`config.mk`:
```
export PLATFORM = sky130hd
export DESIGN_NAME = hub75_fb_arbiter
export DESIGN_NICKNAME = d
export VERILOG_FILES = /design/src/rtl/hub75_fb_arbiter_pkg.sv /design/src/rtl/hub75_fb_arbiter.sv
export SDC_FILE = /design/constraint.sdc
export NUM_CORES = 1
export LEC_CHECK = 0
export BUFFER_PORTS_ARGS = -buffer_cell sky130_fd_sc_hd__buf_2
export CAP_MARGIN = 10
export CELL_PAD_IN_SITES_DETAIL_PLACEMENT = 0
export CELL_PAD_IN_SITES_GLOBAL_PLACEMENT = 1
export CORE_MARGIN = 5
export CORE_UTILIZATION = 23
export CTS_CLUSTER_SIZE = 16
export DETAILED_ROUTE_END_ITERATION = 6
export HOLD_SLACK_MARGIN = 0.1
export PLACE_DENSITY_LB_ADDON = 0.1
export SYNTH_ARGS = -nofsm -noshare
export SYNTH_HDL_FRONTEND = slang
export SYNTH_SLANG_ARGS = --single-unit
```
`constraint.sdc`:
```
create_clock -name clk -period 1.87 [get_ports clk]
set_input_delay 0.0935 -clock clk [delete_from_list [all_inputs] [get_ports clk]]
set_output_delay 0.0935 -clock clk [all_outputs]
set_load 0.005 [all_outputs]
```
`src/rtl/hub75_fb_arbiter_pkg.sv`:
```
// ----------------------------------------------------------------------------
// hub75_fb_arbiter_pkg
//   Types and helpers used by the frame-buffer arbiter.
//   - owner_e         : which requester held the RAM most recently
//   - reader_wins_tie : alternating-priority decision when both request
// ----------------------------------------------------------------------------
package hub75_fb_arbiter_pkg;

  typedef enum logic {
    OWNER_RD = 1'b0,
    OWNER_WR = 1'b1
  } owner_e;

  // On a simultaneous request the side that did not own the RAM last wins.
  function automatic logic reader_wins_tie(input owner_e last_owner);
    return (last_owner == OWNER_WR);
  endfunction

endpackage

```
`src/rtl/hub75_fb_arbiter.sv`:
```
// ----------------------------------------------------------------------------
// hub75_fb_arbiter
//   Shares the single-port frame-buffer RAM between the row read-out engine
//   and the pixel write port (SPI/DMA loader).
//
//   Each requester raises req, receives a one-cycle gnt pulse in the first
//   cycle it owns the RAM, and ends its session with a one-cycle rel pulse.
//   A one-cycle TURN state separates sessions. Ties alternate between the
//   two sides. While the writer holds the RAM and the reader waits, a counter
//   saturates at WR_MAX_BURST and raises the advisory wr_yield.
//
// Ports
//   clk, rst               clock, asynchronous active-high reset
//   rd_req/rd_gnt/rd_rel   read-out session handshake
//   rd_addr, rd_data       read-out address in, RAM read data out
//   wr_req/wr_gnt/wr_rel   writer session handshake
//   wr_addr, wr_data       writer address and data
//   wr_ena                 writer write strobe (honoured only while it owns)
//   wr_yield               reader has waited too long; writer should release
//   fb_addr/fb_wdata/fb_we RAM request side
//   fb_rdata               RAM read data (1-cycle latency)
// ----------------------------------------------------------------------------
module hub75_fb_arbiter
  import hub75_fb_arbiter_pkg::*;
#(
  parameter int FB_AW        = 13,
  parameter int FB_DW        = 16,
  parameter int WR_MAX_BURST = 64
) (
  input  logic             clk,
  input  logic             rst,
  input  logic             rd_req,
  output logic             rd_gnt,
  input  logic             rd_rel,
  input  logic [FB_AW-1:0] rd_addr,
  output logic [FB_DW-1:0] rd_data,
  input  logic             wr_req,
  output logic             wr_gnt,
  input  logic             wr_rel,
  input  logic [FB_AW-1:0] wr_addr,
  input  logic [FB_DW-1:0] wr_data,
  input  logic             wr_ena,
  output logic             wr_yield,
  output logic [FB_AW-1:0] fb_addr,
  output logic [FB_DW-1:0] fb_wdata,
  output logic             fb_we,
  input  logic [FB_DW-1:0] fb_rdata
);

  typedef enum logic [1:0] {
    ST_IDLE = 2'd0,
    ST_RD   = 2'd1,
    ST_WR   = 2'd2,
    ST_TURN = 2'd3
  } state_e;

  localparam int                HOLD_W   = $clog2(WR_MAX_BURST + 1);
  localparam logic [HOLD_W-1:0] HOLD_MAX = HOLD_W'(WR_MAX_BURST);

  state_e              state_reg, state_next;
  owner_e              last_owner_reg, last_owner_next;
  logic [HOLD_W-1:0]   hold_cnt_reg, hold_cnt_next;
  logic                rd_gnt_reg, wr_gnt_reg, wr_yield_reg;
  logic                grant_rd, grant_wr;
  logic                yield_next;

  // --------------------------------------------------------------------------
  // Next-state / grant decision
  // --------------------------------------------------------------------------
  always_comb begin
    state_next = state_reg;
    grant_rd   = 1'b0;
    grant_wr   = 1'b0;

    unique case (state_reg)
      ST_IDLE, ST_TURN: begin
        if (rd_req && (!wr_req || reader_wins_tie(last_owner_reg))) begin
          grant_rd   = 1'b1;
          state_next = ST_RD;
        end else if (wr_req) begin
          grant_wr   = 1'b1;
          state_next = ST_WR;
        end else begin
          state_next = ST_IDLE;
        end
      end
      // Requests seen while owning are ignored; only the owner's rel counts,
      // including a rel in the grant cycle (zero-length session).
      ST_RD: begin
        if (rd_rel) state_next = ST_TURN;
      end
      ST_WR: begin
        if (wr_rel) state_next = ST_TURN;
      end
      default: state_next = ST_IDLE;
    endcase
  end

  // --------------------------------------------------------------------------
  // Owner history, starvation counter, advisory yield
  // --------------------------------------------------------------------------
  always_comb begin
    last_owner_next = last_owner_reg;
    if (grant_rd) begin
      last_owner_next = OWNER_RD;
    end else if (grant_wr) begin
      last_owner_next = OWNER_WR;
    end

    // Counter only lives inside a WR session; leaving WR clears it even if
    // rd_req is high in that last cycle.
    hold_cnt_next = '0;
    if ((state_reg == ST_WR) && (state_next == ST_WR)) begin
      hold_cnt_next = hold_cnt_reg;
      if (rd_req && (hold_cnt_reg < HOLD_MAX)) begin
        hold_cnt_next = hold_cnt_reg + HOLD_W'(1);
      end
    end

    // Registered copy of the current-cycle condition, so yield trails the
    // counter by one cycle and drops one cycle after the TURN state.
    yield_next = (hold_cnt_reg == HOLD_MAX) && (state_reg == ST_WR);
  end

  // --------------------------------------------------------------------------
  // State registers
  // --------------------------------------------------------------------------
  always_ff @(posedge clk or posedge rst) begin
    if (rst) begin
      state_reg      <= ST_IDLE;
      last_owner_reg <= OWNER_WR;
      hold_cnt_reg   <= '0;
      rd_gnt_reg     <= 1'b0;
      wr_gnt_reg     <= 1'b0;
      wr_yield_reg   <= 1'b0;
    end else begin
      state_reg      <= state_next;
      last_owner_reg <= last_owner_next;
      hold_cnt_reg   <= hold_cnt_next;
      rd_gnt_reg     <= grant_rd;
      wr_gnt_reg     <= grant_wr;
      wr_yield_reg   <= yield_next;
    end
  end

  // --------------------------------------------------------------------------
  // Outputs and RAM mux. fb_we is decoded from the state register, so the
  // asynchronous reset forces it low immediately.
  // --------------------------------------------------------------------------
  assign rd_gnt   = rd_gnt_reg;
  assign wr_gnt   = wr_gnt_reg;
  assign wr_yield = wr_yield_reg;

  assign fb_addr  = (state_reg == ST_WR) ? wr_addr : rd_addr;
  assign fb_we    = (state_reg == ST_WR) && wr_ena;
  assign fb_wdata = wr_data;
  assign rd_data  = fb_rdata;

endmodule

```
==> results of run 1 <==
[final cells by class]
cell class	count	area [sq um]
multi-input cells	61	492
inverters	6	22.5
repair buffers	52	270
well taps	54	67.6
fillers	511	3440
flip-flops and latches	13	327
clock buffers	4	45.0
[cells by family after synthesis]
family	after synthesis
multiplexers	14
AO/OA/AOI/OAI	15
buffers and inverters	42
flip-flops	13
AND/OR/NAND/NOR	26
adder cells (fa/ha/maj)	4
XOR/XNOR	2
[metal layers]
layer  track usage [%]  share of wire, %  vias to the layer above
met1              9.84                36                      380
met2              14.9                51                       48
met3              2.38                11                       12
met5                 0                 0                        -
met4              4.64               2.3                        0
li1                  -                 -                      406
[critical path, cell delays in order, from the launching register on]
cell and delay [ns]:
dfrtp_1 0.41, inv_1 0.07, ha_1 0.19, buf_4 0.25
mux2_2 0.35, buf_2 0.13
[power groups by stage]
| stage | sequential (mW) | combinational (mW) | clock [mW] |
|---|---|---|---|
| after CTS | 0.379 | 0.643 | 0.264 |
| after floorplan | 0.382 | 0.465 | 0 |
| after global placement | 0.384 | 0.636 | 0 |
| after global routing | 0.392 | 0.729 | 0.266 |
| after detailed placement | 0.387 | 0.636 | 0 |
| final | 0.382 | 0.649 | 0.245 |
[worst max path at each step]
stage,start,end,slack (ns),cells past startpoint
floorplan,state_reg[0],hold_cnt_reg[3],0.32,6
global placement,state_reg[0],hold_cnt_reg[2],0.18,5
detailed placement,state_reg[0],hold_cnt_reg[1],0.09,5
CTS,state_reg[0],hold_cnt_reg[1],0.09,5
global route,state_reg[0],hold_cnt_reg[3],0.008,5
finish,state_reg[0],fb_addr[11],0.14,5
[layout by cell type, fill, tap and decap left out, types with 2 or more instances in the layout]
cell and count:
mux2_2 13, o21a_1 2, inv_1 6, nand2_1 4, dfrtp_1 12, buf_4 2, a211oi_1 2, nor2_1 3
xnor2_1 2, nor2b_1 2, o21ai_0 2, nor3_1 5, ha_1 4, buf_2 49, or3_1 2, clkbuf_8 3
nand3_1 2
[what timing repair did]
item | CTS | global route
gates resized for setup | 0 | 2
setup endpoints to repair | 0 | 7
hold buffers | 1 | 0
endpoints found under the hold margin | 12 | 0
[through the flow]
step / utilization [%] / hold WS, ns / instance area (sq um) / worst slack, ns / cells
6_report: 26.3 / 0.150 / 1220 / 0.138 / 190
5_1_grt: 26.3 / 0.166 / 1220 / 0.00821 / 190
4_1_cts: 26.0 / 0.134 / 1210 / 0.0915 / 190
3_5_place_dp: 24.8 / 0.162 / 1160 / 0.0868 / 185
3_3_place_gp: 24.8 / 0.162 / 1160 / 0.179 / 185
2_1_floorplan: - / -0.0303 / 1090 / 0.322 / 116
==> impl_metrics.ini, run 1 <==
[routing]
drcViolationCount = 0
num_vias = 846
via_per_inst = 4.45
wl_per_cell_um = 14.2
wl_mm = 2.70
drt_iter0_markers = 33
drtPass1Iterations = 4
ant_nets = 0

[cts]
cts_tree = done
cts_buffer_depth = 2
h-tree-depth = 1
cts.clk_slew.worst_paths_ns = 0.05
clock_latency_ns = 0.24
cts_made_buffers = 3
ctsRootBufferMaster = clkbuf_8
cts_setup_buffers = 0
cts_sinks = 13

[finish]
largest_reg_flops = 7
nNetsFinal = 206
synthToLayoutAreaGrowth_pct = 12.2
drive_gt1_share_pct = 54.4
n_antenna_cell = 0

[worst_setup_path]
end_kind = output pin
crit_type = flop to output pin
cp.required_ns = 1.78
r2r_end = hold_cnt_reg[3]
cp-start-kind = flop
crit_path_max_fanout = 16
rrSetupSlack_ns = 0.19
arrival_ns = 1.64
r2r_start = state_reg[0]
r2r_cells = 5

[power]
ir_drop_v = 0.000350
p_sw_uw = 462
p_total_mw = 1.28
pwr-share-clk_pct = 19.2
cellLeakagePower_nw = 0.572
power.share.sequential_pct = 30.0
netSwitchingFraction_pct = 36.2
combPwrFrac_pct = 50.9
p_per_area_nw_per_um2 = 1040
p_int_uw = 814

[logic_synthesis]
synth.avg_cell_area_sq_um = 9.41
synth_top_area_share_pct = 27.5
yosys.area_share.adder_pct = 4.59
synth_xor_area_share_pct = 1.61
synth_edf_count = 0
seq_area_frac_synth_pct = 29.9
synth_compound_area_share_pct = 9.75
muxShareOfSynthArea_pct = 14.3
synth-main-ff-cell = dfrtp_1
synth-warning-count = 0
synth_top_family_by_area = buffers and inverters
syn_nets = 185
synthTopCellsByCount = 33 x buf_4, 13 x mux2_2, 12 x dfrtp_1
synth_most_common_cell = buf_4
yosys-top-cells-area = dfrtp_1 28%, buf_4 23%, mux2_2 13%, ha_1 4.6%, dfstp_2 2.4%
synth-simple-area-share_pct = 13.6
netlist_instances = 116
yosysUniqueCellTypes = 34
ys_ff_latch = 13
netlist_area_sq_um = 1090
async_reset_ff_share_pct = 100
yosysTopAreaCell = dfrtp_1

[floorplanning]
die-area_sq_um = 6220
die_w_um = 78.9
start_util_pct = 23.4
io_pins = 114
die_h_um = 78.9
fp.coreArea_sq_um = 4660
row_count = 25

[min_path]
holdPathEnd = last_owner_reg
hp-start = rd_req
worstHoldPathType = input pin to flop
min_path_cells = 2

[grt]
grt-ovfl-total = 0
grt_pass1_vias = 858
grt_usage_pct = 8.72
grt_pass1_wl_mm = 4.40
grt_max_degree = 17
antenna_found_initial = 0

[timing]
tightest_slew_ns = 0.510
slew_violations = 0
rsz0062_at_grt = false
fin_crit_sh_pct = 92.6
clock_skew_ns = 0.00129
fin_crit_ns = 1.73
setup_viol_count_final = 0
max_freq_mhz = 577
hold_viol_final = 0
relSlewSlack_pct = 65.9
finalSetupTns_ns = 0

[placement]
dpl.hpwl_mm = 2.27
gp_congestion = 0.760
io_buffer_count = 49

[status]
status = finished, final reports clean

[run]
cap_violations = 0
(Power assumes the default switching activity.)
==> inputs of run 2 (changes only) <==
CORE_ASPECT_RATIO = 1.75   (was default)
REMOVE_ABC_BUFFERS = 1   (was default)
==> run 2 against run 1 <==
Net effect:
- worst setup slack improved by 0.024 ns
- cell count decreased by 1.1%
- combinational power decreased by 0.6%
- sequential share of layout area increased by 0.055 points
- largest cell class unchanged
- largest power group unchanged
==> impl_metrics.ini, run 2 (synthesis gave the netlist of run 1 again) <==
[status]
status = finished, final reports clean

[timing]
hold_viol_final = 0
setup_ws_ns = 0.162
slew_violations = 0
relSlewSlack_pct = 65.4
fin_crit_ns = 1.71
rsz0062_at_grt = false
setup_viol_count_final = 0
tightest_slew_ns = 0.518
finalSetupTns_ns = 0
clock_skew_ns = 0.00269
max_freq_mhz = 585
fin_crit_sh_pct = 91.3

[grt]
grt_pass1_vias = 968
grt-ovfl-total = 0
grt_pass1_wl_mm = 5.44
grt_usage_pct = 12.2
grt_max_degree = 19
antenna_found_initial = 0

[routing]
num_vias = 874
wl_mm = 3.83
wl_met3_um = 855
drt-met1-wl_mm = 1.13
drcViolationCount = 0
routed.top_layer = met5
route.met2.wl_mm = 1.81
via_per_inst = 4.65
wl_per_cell_um = 20.4
drtPass1Iterations = 4
drt_iter0_markers = 5
ant_nets = 0

[worst_setup_path]
cpLargestDelayFamily = adder cells
end_kind = flop
arrival_ns = 1.85
critical_path_buf_inv_count = 1
cp_cell_sequence = inv_1 -> ha_1 -> nor4_2 -> a31oi_2 -> a211oi_1
crit_path_max_fanout = 8
cp-start-kind = flop
cp.required_ns = 2.02
crit_type = flop to flop
slowest_delay_ns = 0.41
rrSetupSlack_ns = 0.16
slowest_stage = ha_1

[floorplanning]
io_pins = 114
die_w_um = 62.1
die_h_um = 101
fp.coreArea_sq_um = 4670
start_util_pct = 23.4
row_count = 33
die-area_sq_um = 6280

[finish]
num-fill-cells = 522
mostFrequentLayoutCell = buf_2
layout_common_cells = 49 x buf_2, 13 x mux2_2, 12 x dfrtp_1
n_antenna_cell = 0
nNetsFinal = 206
largest_reg_flops = 7
synthToLayoutAreaGrowth_pct = 11.9
drive_gt1_share_pct = 54.4

[power]
ir_drop_v = 0.000653
p_int_uw = 811
cellLeakagePower_nw = 0.572
pwr-share-clk_pct = 19.7
p_per_area_nw_per_um2 = 1050
p_sw_uw = 470
combPwrFrac_pct = 50.4
p_total_mw = 1.28
netSwitchingFraction_pct = 36.7
power.share.sequential_pct = 29.9

[cts]
cts_tree = done
ctsRootBufferMaster = clkbuf_8
cts_sinks = 13
cts_buffer_depth = 2
cts.clk_slew.worst_paths_ns = 0.06
clock_latency_ns = 0.24
cts_made_buffers = 3
h-tree-depth = 1

[min_path]
worstHoldPathType = input pin to flop

[placement]
dpl.hpwl_mm = 3.36
gp_congestion = 0.709
io_buffer_count = 49
place_ws_ns = 0.0786

[run]
cap_violations = 0
run 2: cell counts in the layout (fill, tap and decap cells not counted):
Identical to the previous run, type by type.
run 2: repair_timing:
item | in CTS | in global routing
setup buffers | 0 | 0
endpoints found under the setup margin | 0 | 7
endpoints found under the hold margin | 12 | 0
resized for setup | 0 | 2
hold buffers | 1 | 0
run 2: area by class of cell:
class                           instances  area [sq um]  area share (%)
Clock buffer                            4          45.0            3.69
Timing Repair Buffer                   52           270            22.1
Inverter                                6          22.5            1.84
Multi-Input combinational cell         61           492            40.3
Tap cell                               52          65.1            5.33
Sequential cell                        13           327            26.7
run 2: path summary, 6_finish.rpt:
kind | start | end | cells after the start
setup / recovery | state_reg[0] | hold_cnt_reg[3] | 5
hold / removal | rd_req | last_owner_reg | 2
setup reg to reg | state_reg[0] | hold_cnt_reg[3] | 5
hold reg to reg | hold_cnt_reg[4] | wr_yield | 1
max in group asynchronous | rst | last_owner_reg | 3
min in group asynchronous | rst | wr_gnt | 3
run 2: power groups by stage:
stage	Clock (mW)	Sequential [mW]	Combinational, mW
floorplan	0	0.382	0.391
global placement	0	0.384	0.642
detailed placement	0	0.384	0.636
CTS	0.258	0.382	0.638
global route	0.269	0.392	0.719
finish	0.252	0.383	0.645
run 2: per-layer routing:
layer  track usage (%)  vias up
li1                  -      405
met1              10.6      384
met2              19.2       81
met3              12.7        2
met4              1.47        2
met5              5.36        -
run 2: stage by stage:
stage | instances | instance area [sq um] | hold WS (ns) | util, %
floorplan | 80 | 828 | -0.0303 | -
global placement | 183 | 1150 | 0.161 | 24.7
detailed placement | 183 | 1150 | 0.157 | 24.7
CTS | 188 | 1210 | 0.140 | 25.9
global route | 188 | 1220 | 0.182 | 26.2
finish | 188 | 1220 | 0.143 | 26.2
